[src/rtl/nx_mesh_ctrl.sv]
// rtl/nx_mesh_ctrl.sv - round-robin inbound merge and quiet-gated trigger sequencer for the node mesh
module nx_mesh_ctrl #(
    parameter int REQUESTERS   = 2,
    parameter int STREAM_WIDTH = 32,
    parameter int CYCLE_WIDTH  = 16,
    parameter int IDLE_CYCLES  = 4
) (
    input  logic                             clk_i,
    input  logic                             rst_ni,
    input  logic [REQUESTERS*STREAM_WIDTH-1:0] req_data_i,
    input  logic [REQUESTERS-1:0]            req_valid_i,
    output logic [REQUESTERS-1:0]            req_ready_o,
    output logic [STREAM_WIDTH-1:0]          mesh_data_o,
    output logic                             mesh_valid_o,
    input  logic                             mesh_ready_i,
    input  logic                             mesh_ob_valid_i,
    input  logic                             run_i,
    input  logic [CYCLE_WIDTH-1:0]           cycles_i,
    output logic                             trigger_o,
    output logic                             busy_o,
    output logic [CYCLE_WIDTH-1:0]           trigger_count_o
);

    localparam int LGW = (REQUESTERS > 1) ? $clog2(REQUESTERS) : 1;
    localparam int QW  = $clog2(IDLE_CYCLES + 1);

    typedef enum logic [1:0] {S_IDLE, S_DRAIN, S_TRIGGER} state_t;

    state_t                  r_state;
    state_t                  w_state_nxt;
    logic [QW-1:0]           r_quiet;
    logic [QW-1:0]           w_quiet_nxt;
    logic [CYCLE_WIDTH-1:0]  r_remaining;
    logic [CYCLE_WIDTH-1:0]  w_remaining_nxt;
    logic [CYCLE_WIDTH-1:0]  r_trig_count;
    logic                    r_mesh_valid;
    logic [STREAM_WIDTH-1:0] r_mesh_data;
    logic [LGW-1:0]          r_last_grant;
    logic [REQUESTERS-1:0]   w_grant;
    logic [LGW-1:0]          w_grant_idx;
    logic                    w_found;
    logic                    w_free;
    logic                    w_activity;
    int                      w_j;

    // Output register can accept a new beat when empty or draining this cycle.
    assign w_free     = !r_mesh_valid || mesh_ready_i;
    assign w_activity = (|req_valid_i) || r_mesh_valid || mesh_ob_valid_i;

    // Round-robin search starting just after the last granted requester; no grants in the trigger cycle.
    always_comb begin
        w_grant     = '0;
        w_grant_idx = r_last_grant;
        w_found     = 1'b0;
        w_j         = 0;
        if (w_free && (r_state != S_TRIGGER)) begin
            for (int i = 0; i < REQUESTERS; i++) begin
                w_j = int'(r_last_grant) + 1 + i;
                if (w_j >= REQUESTERS) w_j = w_j - REQUESTERS;
                if (!w_found && req_valid_i[w_j]) begin
                    w_found      = 1'b1;
                    w_grant[w_j] = 1'b1;
                    w_grant_idx  = LGW'(w_j);
                end
            end
        end
    end

    // One-entry output register: load on grant, clear on handshake, otherwise hold.
    always_ff @(posedge clk_i or negedge rst_ni) begin
        if (!rst_ni) begin
            r_mesh_valid <= 1'b0;
            r_mesh_data  <= '0;
            r_last_grant <= LGW'(REQUESTERS - 1);
        end else if (w_found) begin
            r_mesh_valid <= 1'b1;
            r_mesh_data  <= req_data_i[w_grant_idx*STREAM_WIDTH +: STREAM_WIDTH];
            r_last_grant <= w_grant_idx;
        end else if (mesh_ready_i) begin
            r_mesh_valid <= 1'b0;
        end
    end

    // Sequencer next state: count quiet cycles in DRAIN, fire one trigger per requested cycle.
    always_comb begin
        w_state_nxt     = r_state;
        w_quiet_nxt     = r_quiet;
        w_remaining_nxt = r_remaining;
        case (r_state)
            S_IDLE: begin
                if (run_i && (cycles_i != '0)) begin
                    w_state_nxt     = S_DRAIN;
                    w_remaining_nxt = cycles_i;
                    w_quiet_nxt     = '0;
                end
            end
            S_DRAIN: begin
                if (w_activity) begin
                    w_quiet_nxt = '0;
                end else if (r_quiet >= QW'(IDLE_CYCLES - 1)) begin
                    w_quiet_nxt = QW'(IDLE_CYCLES);
                    w_state_nxt = S_TRIGGER;
                end else begin
                    w_quiet_nxt = r_quiet + 1'b1;
                end
            end
            S_TRIGGER: begin
                w_remaining_nxt = r_remaining - 1'b1;
                w_quiet_nxt     = '0;
                w_state_nxt     = (r_remaining == CYCLE_WIDTH'(1)) ? S_IDLE : S_DRAIN;
            end
            default: begin
                w_state_nxt = S_IDLE;
            end
        endcase
    end

    // Sequencer state, counters and lifetime trigger count.
    always_ff @(posedge clk_i or negedge rst_ni) begin
        if (!rst_ni) begin
            r_state      <= S_IDLE;
            r_quiet      <= '0;
            r_remaining  <= '0;
            r_trig_count <= '0;
        end else begin
            r_state     <= w_state_nxt;
            r_quiet     <= w_quiet_nxt;
            r_remaining <= w_remaining_nxt;
            if (r_state == S_TRIGGER) r_trig_count <= r_trig_count + 1'b1;
        end
    end

    assign req_ready_o     = w_grant;
    assign mesh_data_o     = r_mesh_data;
    assign mesh_valid_o    = r_mesh_valid;
    assign trigger_o       = (r_state == S_TRIGGER);
    assign busy_o          = (r_state != S_IDLE);
    assign trigger_count_o = r_trig_count;

endmodule
[config.mk]
export PLATFORM = sky130hd
export DESIGN_NAME = nx_mesh_ctrl
export DESIGN_NICKNAME = d
export VERILOG_FILES = /design/src/rtl/nx_mesh_ctrl.sv
export SDC_FILE = /design/constraint.sdc
export NUM_CORES = 1
export LEC_CHECK = 0
export CAP_MARGIN = 10
export CELL_PAD_IN_SITES_DETAIL_PLACEMENT = 1
export CELL_PAD_IN_SITES_GLOBAL_PLACEMENT = 1
export CORE_UTILIZATION = 30
export DETAILED_ROUTE_END_ITERATION = 10
export PLACE_DENSITY = 0.76
export SLEW_MARGIN = 20
export SYNTH_ARGS = -nofsm -noshare
export SYNTH_HDL_FRONTEND = slang
export SYNTH_SLANG_ARGS = --single-unit
[constraint.sdc]
create_clock -name clk_i -period 1.9 [get_ports clk_i]
set_clock_uncertainty 0.05 [all_clocks]
set_input_delay 0.19 -clock clk_i [delete_from_list [all_inputs] [get_ports clk_i]]
set_output_delay 0.19 -clock clk_i [all_outputs]
set_load 0.01 [all_outputs]
==> impl_summary.log, run 1 <==
INFO  metric final_routed_wirelength_across_all_metal_layers = 14.2 mm
INFO  metric worst_ep_arrival_time = 2240 ps
INFO  metric min_period_over_period = 1.07
INFO  metric grt_max_degree = 65
INFO  metric insertedDiodeCount = 0
INFO  metric violations = negative setup slack
INFO  metric post_detailed_route_via_to_cell_ratio = 5.25
INFO  metric vdd_ir_drop_max = 397 uV
INFO  metric nNetsFinal = 694
INFO  metric cts.clk_slew.worst_paths = 60 ps
INFO  metric mappedNetlistArea = 3820 um^2
INFO  metric synth_area_per_cell = 9.03 um^2
INFO  metric max-cap-violations = 0
INFO  metric drt-wirelength-per-cell = 18.4 um
INFO  metric worst_r2r_path_depth = 4
INFO  metric die_width = 115 um
INFO  metric slew-limit-headroom = 0.700
INFO  metric synth-adder-area-share = 0.0164
INFO  metric worst_path_largest_cell_delay = 570 ps
INFO  metric tritoncts_buffer_count = 9
INFO  metric placement.io_buffers = 139
INFO  metric ys.flop_type = dfrtp_1
INFO  metric slew_violations = 0
INFO  metric ioPinCount = 140
INFO  metric grt_first_pass_wirelength = 21.7 mm
INFO  metric drcViolationCount = 0
INFO  metric fp.coreArea = 12200 um^2
INFO  metric synth.area.mux_share = 0.0374
INFO  metric tritoncts = built
INFO  metric yosys.cell_types.count = 52
INFO  metric path_max_fanout = 4
INFO  metric critPathSlowestCell = or4_4
INFO  metric worst-setup-path-type = flop to flop
INFO  metric fmax = 491 MHz
INFO  metric first_iter_violations = 184
INFO  metric synth_compound_gate_area_share = 0.181
INFO  metric unrepaired_setup_endpoints_after_global_routing = yes
INFO  metric holdCritPathClass = primary input to asynchronous set/reset pin
INFO  metric start_util = 0.313
INFO  metric largest_family_of_logic_cells_by_synthesized_area = simple AND/OR/NAND/NOR gates
INFO  metric yosysWarningCount = 0
INFO  metric dp_cells = 746
INFO  metric worst-endpoint-required = 2100 ps
INFO  metric place_congestion = 0.825
INFO  metric final.setup.tns = -201 ps
INFO  metric area_delta_synth_final = 67.6%
INFO  metric die_h = 115 um
INFO  metric routed-via-count = 4069
INFO  metric grt_antenna_before_repair = 0
INFO  metric pre_cts_ws = -314 ps
INFO  metric final-hold-violation-count = 0
INFO  metric numClockSinks = 71
INFO  metric ys_seq_area_frac = 0.466
INFO  metric place.detailed.hpwl = 9.54 mm
INFO  metric overflow = 0
INFO  metric synth_cells = 423
INFO  metric clock_tree.buffer_depth = 2
INFO  metric design.die.area = 13200 um^2
INFO  metric clock_tree.htree_level_count = 3
INFO  metric grtUsageTotal = 0.213
INFO  metric final.fill_count = 1428
INFO  metric finalSetupViolations = 3
INFO  metric cts-root-buf = clkbuf_16
INFO  metric timing.critical_path.from_type = flop
INFO  metric insertion_delay = 340 ps
INFO  metric timing.final.crit_period = 2040 ps
INFO  metric drt_pass1_iterations = 5
INFO  metric detail_route_antenna_nets = 0
INFO  metric vias_in_the_first_global_route = 4413
INFO  metric share_of_synthesized_cell_area_in_and_or_nand_and_nor_gates = 0.217
INFO  metric cp_cell_sequence = or4_4 -> or4_4 -> o41a_1 -> o211ai_1
INFO  metric worst_pin_slew = 446 ps
INFO  metric ys_ff_latch = 71
INFO  metric count_of_flip_flops_with_a_built_in_enable_after_synthesis = 0
INFO  metric outcome = finished with violations
INFO  metric final-instance-count-excl-fill = 775
INFO  metric syn_nets = 515
INFO  metric timing.critical_path.mode_cell = or4_4
INFO  metric critPathCaptureType = flop
INFO  metric power_leakage = 2.62 nW
INFO  metric postLayoutSetupSlackWorst = -136 ps
INFO  metric fp-row-count = 40
INFO  metric power.density_cell_area = 816 nW/um^2
INFO  metric total_power = 0.00522 W
INFO  metric async_flop_share = 1.00
INFO  metric synth-xor-area-share = 0.0367
INFO  metric drive_above_1_share = 0.193
state kept, by name, summed over array words and instances (netlist names):
name	cells
mesh_valid_o	1
r_remaining	16
r_state	2
mesh_data_o	32
r_quiet	3
trigger_count_o	16
r_last_grant	1
synth_stat cells (3+ instances only):
| cell type | number | share of area |
|---|---|---|
| nor2_1 | 46 | 0.045 |
| nand2b_1 | 3 | 0.0049 |
| or4_1 | 5 | 0.0098 |
| o22ai_1 | 3 | 0.0049 |
| and3_1 | 3 | 0.0049 |
| a21oi_1 | 6 | 0.0079 |
| o211ai_1 | 6 | 0.012 |
| ha_1 | 5 | 0.016 |
| or3_1 | 3 | 0.0049 |
| a221oi_1 | 3 | 0.0069 |
| inv_1 | 11 | 0.011 |
| nand2_1 | 23 | 0.023 |
| nand4_1 | 4 | 0.0066 |
| or2_2 | 5 | 0.0082 |
| buf_2 | 7 | 0.0092 |
| xnor2_1 | 12 | 0.028 |
| o21ai_0 | 40 | 0.052 |
| mux2i_1 | 12 | 0.031 |
| dfrtp_1 | 70 | 0.46 |
| a31oi_1 | 32 | 0.052 |
| nand3_1 | 41 | 0.054 |
| nor3_1 | 8 | 0.010 |
| clkbuf_1 | 24 | 0.024 |
| nor4_1 | 11 | 0.018 |
| xor2_1 | 4 | 0.0092 |
logic make-up after synthesis:
family	Yosys count
AO/OA/AOI/OAI	108
buffers and inverters	44
XOR/XNOR	16
adder cells (fa/ha/maj)	5
AND/OR/NAND/NOR	165
flip-flops	71
multiplexers	14
cell usage in the layout, fill, tap and decap left out, drive strengths merged, types with 3 or more instances in the layout:
master and count:
clkdlybuf4s50 134, dfrtp 70, buf 59, nor2 46
nand3 41, o21ai 40, a31oi 32, nand2 23
clkbuf 15, mux2i 12, xnor2 12, inv 12
nor4 11, nor3 9, o211ai 6, a21oi 6
or4 6, or2 5, ha 5, nand4 4
xor2 4, and3 3, or3 3, a221oi 3
nand2b 3, o22ai 3
final timing paths:
| check | end | slack (ps) | startpoint |
|---|---|---|---|
| max in group asynchronous | trigger_count_o[9] | 940 | rst_ni |
| setup reg to reg | r_remaining[15] | -140 | r_remaining[6] |
| hold / removal | mesh_data_o[11] | 280 | rst_ni |
| hold reg to reg | trigger_count_o[15] | 420 | trigger_count_o[15] |
| min in group clk_i | mesh_data_o[12] | 380 | req_data_i[12] |
| setup / recovery | r_remaining[15] | -140 | r_remaining[6] |
metal layers:
layer	GRT usage	vias up	share of wire
li1	-	1924	-
met1	0.237	1990	0.41
met2	0.382	127	0.50
met3	0.0538	28	0.061
met4	0.0952	0	0.028
met5	0	-	0
power by group:
group          internal (W)  switching, W  total, W  leakage (nW)
logic              0.000811      0.000672   0.00148          1.60
clock network       0.00122      0.000678   0.00190         0.158
registers           0.00171      0.000129   0.00184         0.859
total               0.00374       0.00148   0.00522          2.62
worst max-delay path: cells and delay by family, from the launching register on:
kind             cells  cell delay (ps)
AO/OA/AOI/OAI        2              420
flip-flops           1              380
AND/OR/NAND/NOR      2             1100
stage by stage:
step	util	hold slack, ps	instance area [um^2]
finish	0.524	278	6400
global route	0.524	329	6400
CTS	0.505	299	6170
detailed placement	0.470	118	5730
global placement	0.470	114	5730
floorplan	-	-156	3820
area by class of cell:
cell class / instances / area [um^2] / share of cell area
multi-input combinational: 308 / 2040 / 0.319
timing repair buffer: 200 / 1990 / 0.311
sequential: 71 / 1780 / 0.278
clock buffer: 11 / 253 / 0.0395
tap: 168 / 210 / 0.0329
clock inverter: 5 / 80.1 / 0.0125
inverter: 12 / 45.0 / 0.00704
timing repair:
item	in CTS	in global routing
resized for setup	18	29
setup endpoints to repair	12	37
hold buffers	1	0
setup buffers	5	5
pin swaps	3	11
cloned	0	3
hold endpoints to repair	29	0
Power figures use the tool's default switching activity.
==> run 2, diff against run 1 <==
- SLEW_MARGIN: 20 -> 15
==> results of run 2 <==
Same layout as run 1: the final DEF is identical, and so are final timing and power.
==> run 3, diff against run 2 <==
- SKIP_LAST_GASP: unset -> 1
==> run 3 against run 2 <==
Compared with the run above:
- the flow still finishes with violations (negative setup slack)
- sequential share of layout area increased by 0.23 points
- register-to-register slack is essentially flat
- highest routed layer unchanged
- worst hold slack better by 1.0 ps
- non-clock buffer count is 3 lower
- largest cell class unchanged
==> impl_summary.log, run 3 (synthesized netlist as in run 1, its figures left out) <==
INFO  metric cp_cell_sequence = or4_4 -> or4_4 -> o41a_1 -> o211ai_1
INFO  metric place_congestion = 0.825 (unchanged)
INFO  metric finalSetupViolations = 4 (+1)
INFO  metric final-hold-violation-count = 0 (unchanged)
INFO  metric outcome = finished with violations
INFO  metric slew_violations = 0 (unchanged)
INFO  metric design.die.area = 13200 um^2 (unchanged)
INFO  metric tritoncts = built
INFO  metric tritoncts_buffer_count = 9 (unchanged)
INFO  metric insertion_delay = 330 ps (about the same)
INFO  metric dp_cells = 746 (unchanged)
INFO  metric unrepaired_setup_endpoints_after_global_routing = yes
INFO  metric numClockSinks = 71 (unchanged)
INFO  metric fp.coreArea = 12200 um^2 (unchanged)
INFO  metric place.detailed.hpwl = 9.54 mm (unchanged)
INFO  metric post_detailed_route_via_to_cell_ratio = 5.22 (-0.50%)
INFO  metric path_max_fanout = 4 (unchanged)
INFO  metric slew-limit-headroom = 0.699 (-0.000853)
INFO  metric layout.cells.most_common = clkdlybuf4s50_1
INFO  metric power_leakage = 2.56 nW (-2.2%)
INFO  metric worst-setup-path-type = flop to flop
INFO  metric cts.clk_slew.worst_paths = 60 ps (about the same)
INFO  metric worst_r2r_path_depth = 4 (unchanged)
INFO  metric clock_tree.buffer_depth = 2 (unchanged)
INFO  metric fp-row-count = 40 (unchanged)
INFO  metric nNetsFinal = 691 (-0.43%)
INFO  metric drt-wirelength-per-cell = 18.5 um (+0.81%)
INFO  metric critPathCaptureType = flop
INFO  metric fmax = 494 MHz (+0.64%)
INFO  metric routed-via-count = 4033 (-0.88%)
INFO  metric violations = negative setup slack
INFO  metric final_cell_mix = clkdlybuf4s50_1 (134), dfrtp_1 (70), nor2_1 (46)
INFO  metric first_iter_violations = 164 (-11%)
INFO  metric placement.io_buffers = 139 (unchanged)
INFO  metric setup_slack_of_the_worst_register_to_register_path = -120 ps (about the same)
INFO  metric die_h = 115 um (unchanged)
INFO  metric holdCritPathClass = primary input to asynchronous set/reset pin
INFO  metric critPathSlowestCell = or4_4
INFO  metric detail_route_antenna_nets = 0 (unchanged)
INFO  metric grtUsageTotal = 0.213 (+0.000227)
INFO  metric final_routed_wirelength_across_all_metal_layers = 14.3 mm (+0.42%)
INFO  metric worst-endpoint-required = 2100 ps (about the same)
INFO  metric insertedDiodeCount = 0 (unchanged)
INFO  metric worst_ep_arrival_time = 2220 ps (-20 ps)
INFO  metric max-cap-violations = 0 (unchanged)
INFO  metric area_delta_synth_final = 66.2%
INFO  metric postLayoutSetupSlackWorst = -123 ps (+13.0 ps)
INFO  metric post-route-util = 0.520 (-0.00430)
INFO  metric min_period_over_period = 1.06 (-0.00684)
INFO  metric start_util = 0.313 (unchanged)
INFO  metric power.density_cell_area = 822 nW/um^2 (+0.67%)
INFO  metric grt_max_degree = 65 (unchanged)
INFO  metric die_width = 115 um (unchanged)
INFO  metric timing.critical_path.mode_cell = or4_4
INFO  metric vdd_ir_drop_max = 395 uV (-0.60%)
INFO  metric vias_in_the_first_global_route = 4426 (+0.29%)
INFO  metric critical_path.reg2reg.endpoint = r_remaining[15]
INFO  metric cts-root-buf = clkbuf_16
INFO  metric critical_path.reg2reg.startpoint = r_remaining[6]
INFO  metric timing.critical_path.from_type = flop
INFO  metric drt_pass1_iterations = 6 (+1)
INFO  metric largest_register_ffs = 32 (unchanged)
INFO  metric overflow = 0 (unchanged)
INFO  metric worst_pin_slew = 447 ps (+1.27 ps)
INFO  metric grt_antenna_before_repair = 0 (unchanged)
INFO  metric ioPinCount = 140 (unchanged)
INFO  metric clock_tree.htree_level_count = 3 (unchanged)
INFO  metric drcViolationCount = 0 (unchanged)
INFO  metric drive_above_1_share = 0.184 (-0.00898)
INFO  metric grt_first_pass_wirelength = 21.8 mm (+0.25%)
INFO  metric worst_path_largest_cell_delay = 560 ps (about the same)
INFO  metric final-instance-count-excl-fill = 772 (-0.39%)
INFO  metric timing.final.crit_period = 2020 ps (-13.0 ps)
## run 3: layout make-up
class | count | area (um^2)
timing repair buffer | 197 | 1970
tap | 168 | 210
sequential | 71 | 1780
clock buffer | 11 | 253
multi-input combinational | 308 | 2010
fill | 1429 | 5870
inverter | 12 | 45.0
clock inverter | 5 | 80.1
## run 3: where the power goes
part           total [W]  switching, W  internal [W]
Sequential       0.00184      0.000127       0.00171
Clock            0.00189      0.000675       0.00122
Combinational    0.00148      0.000673      0.000808
Total            0.00521       0.00147       0.00374
## run 3: worst max path at each step
| stage | from | to | slack [ps] | cells after the start |
|---|---|---|---|---|
| 6_report | r_remaining[6] | r_remaining[15] | -120 | 4 |
| 5_1_grt | r_remaining[6] | r_remaining[15] | -140 | 4 |
| 4_1_cts | r_remaining[11] | r_remaining[15] | -120 | 4 |
| 3_5_place_dp | cycles_i[11] | r_quiet[2] | -310 | 6 |
| 3_3_place_gp | cycles_i[11] | r_quiet[2] | -230 | 6 |
| 2_1_floorplan | r_remaining[6] | r_remaining[15] | -170 | 5 |
## run 3: repair_timing
item / CTS / global route
gates cloned: 0 / 3
buffers inserted: 5 / 2
hold endpoints to repair: 29 / 0
resized for setup: 12 / 29
hold buffers: 1 / 0
endpoints found under the setup margin: 12 / 37
pin swaps: 3 / 7
## run 3: worst max-delay path: cells and delay by family (launching register included)
| family | cells | cell delay [ps] |
|---|---|---|
| compound gates | 2 | 420 |
| flops | 1 | 380 |
| simple gates | 2 | 1090 |
## run 3: stage by stage
stage / setup WS [ps] / cell area, um^2 / total power (W) / setup TNS, ps / hold slack [ps]
after floorplan: -171 / 3820 / 0.00240 / -272 / -156
after global placement: -230 / 5730 / 0.00317 / -2740 / 114
after detailed placement: -314 / 5730 / 0.00322 / -3380 / 118
after CTS: -119 / 6140 / 0.00515 / -303 / 299
after global routing: -142 / 6350 / 0.00544 / -632 / 329
final: -123 / 6350 / 0.00521 / -338 / 279
## run 3: metal layers
layer / vias to the layer above / part of all wire / global-route usage / routed length [um]
li1: 1911 / - / - / -
met1: 1970 / 0.41 / 0.237 / 5850
met2: 130 / 0.51 / 0.384 / 7240
met3: 22 / 0.061 / 0.0522 / 873
met4: 0 / 0.023 / 0.0944 / 323
met5: - / 0 / 0 / 0
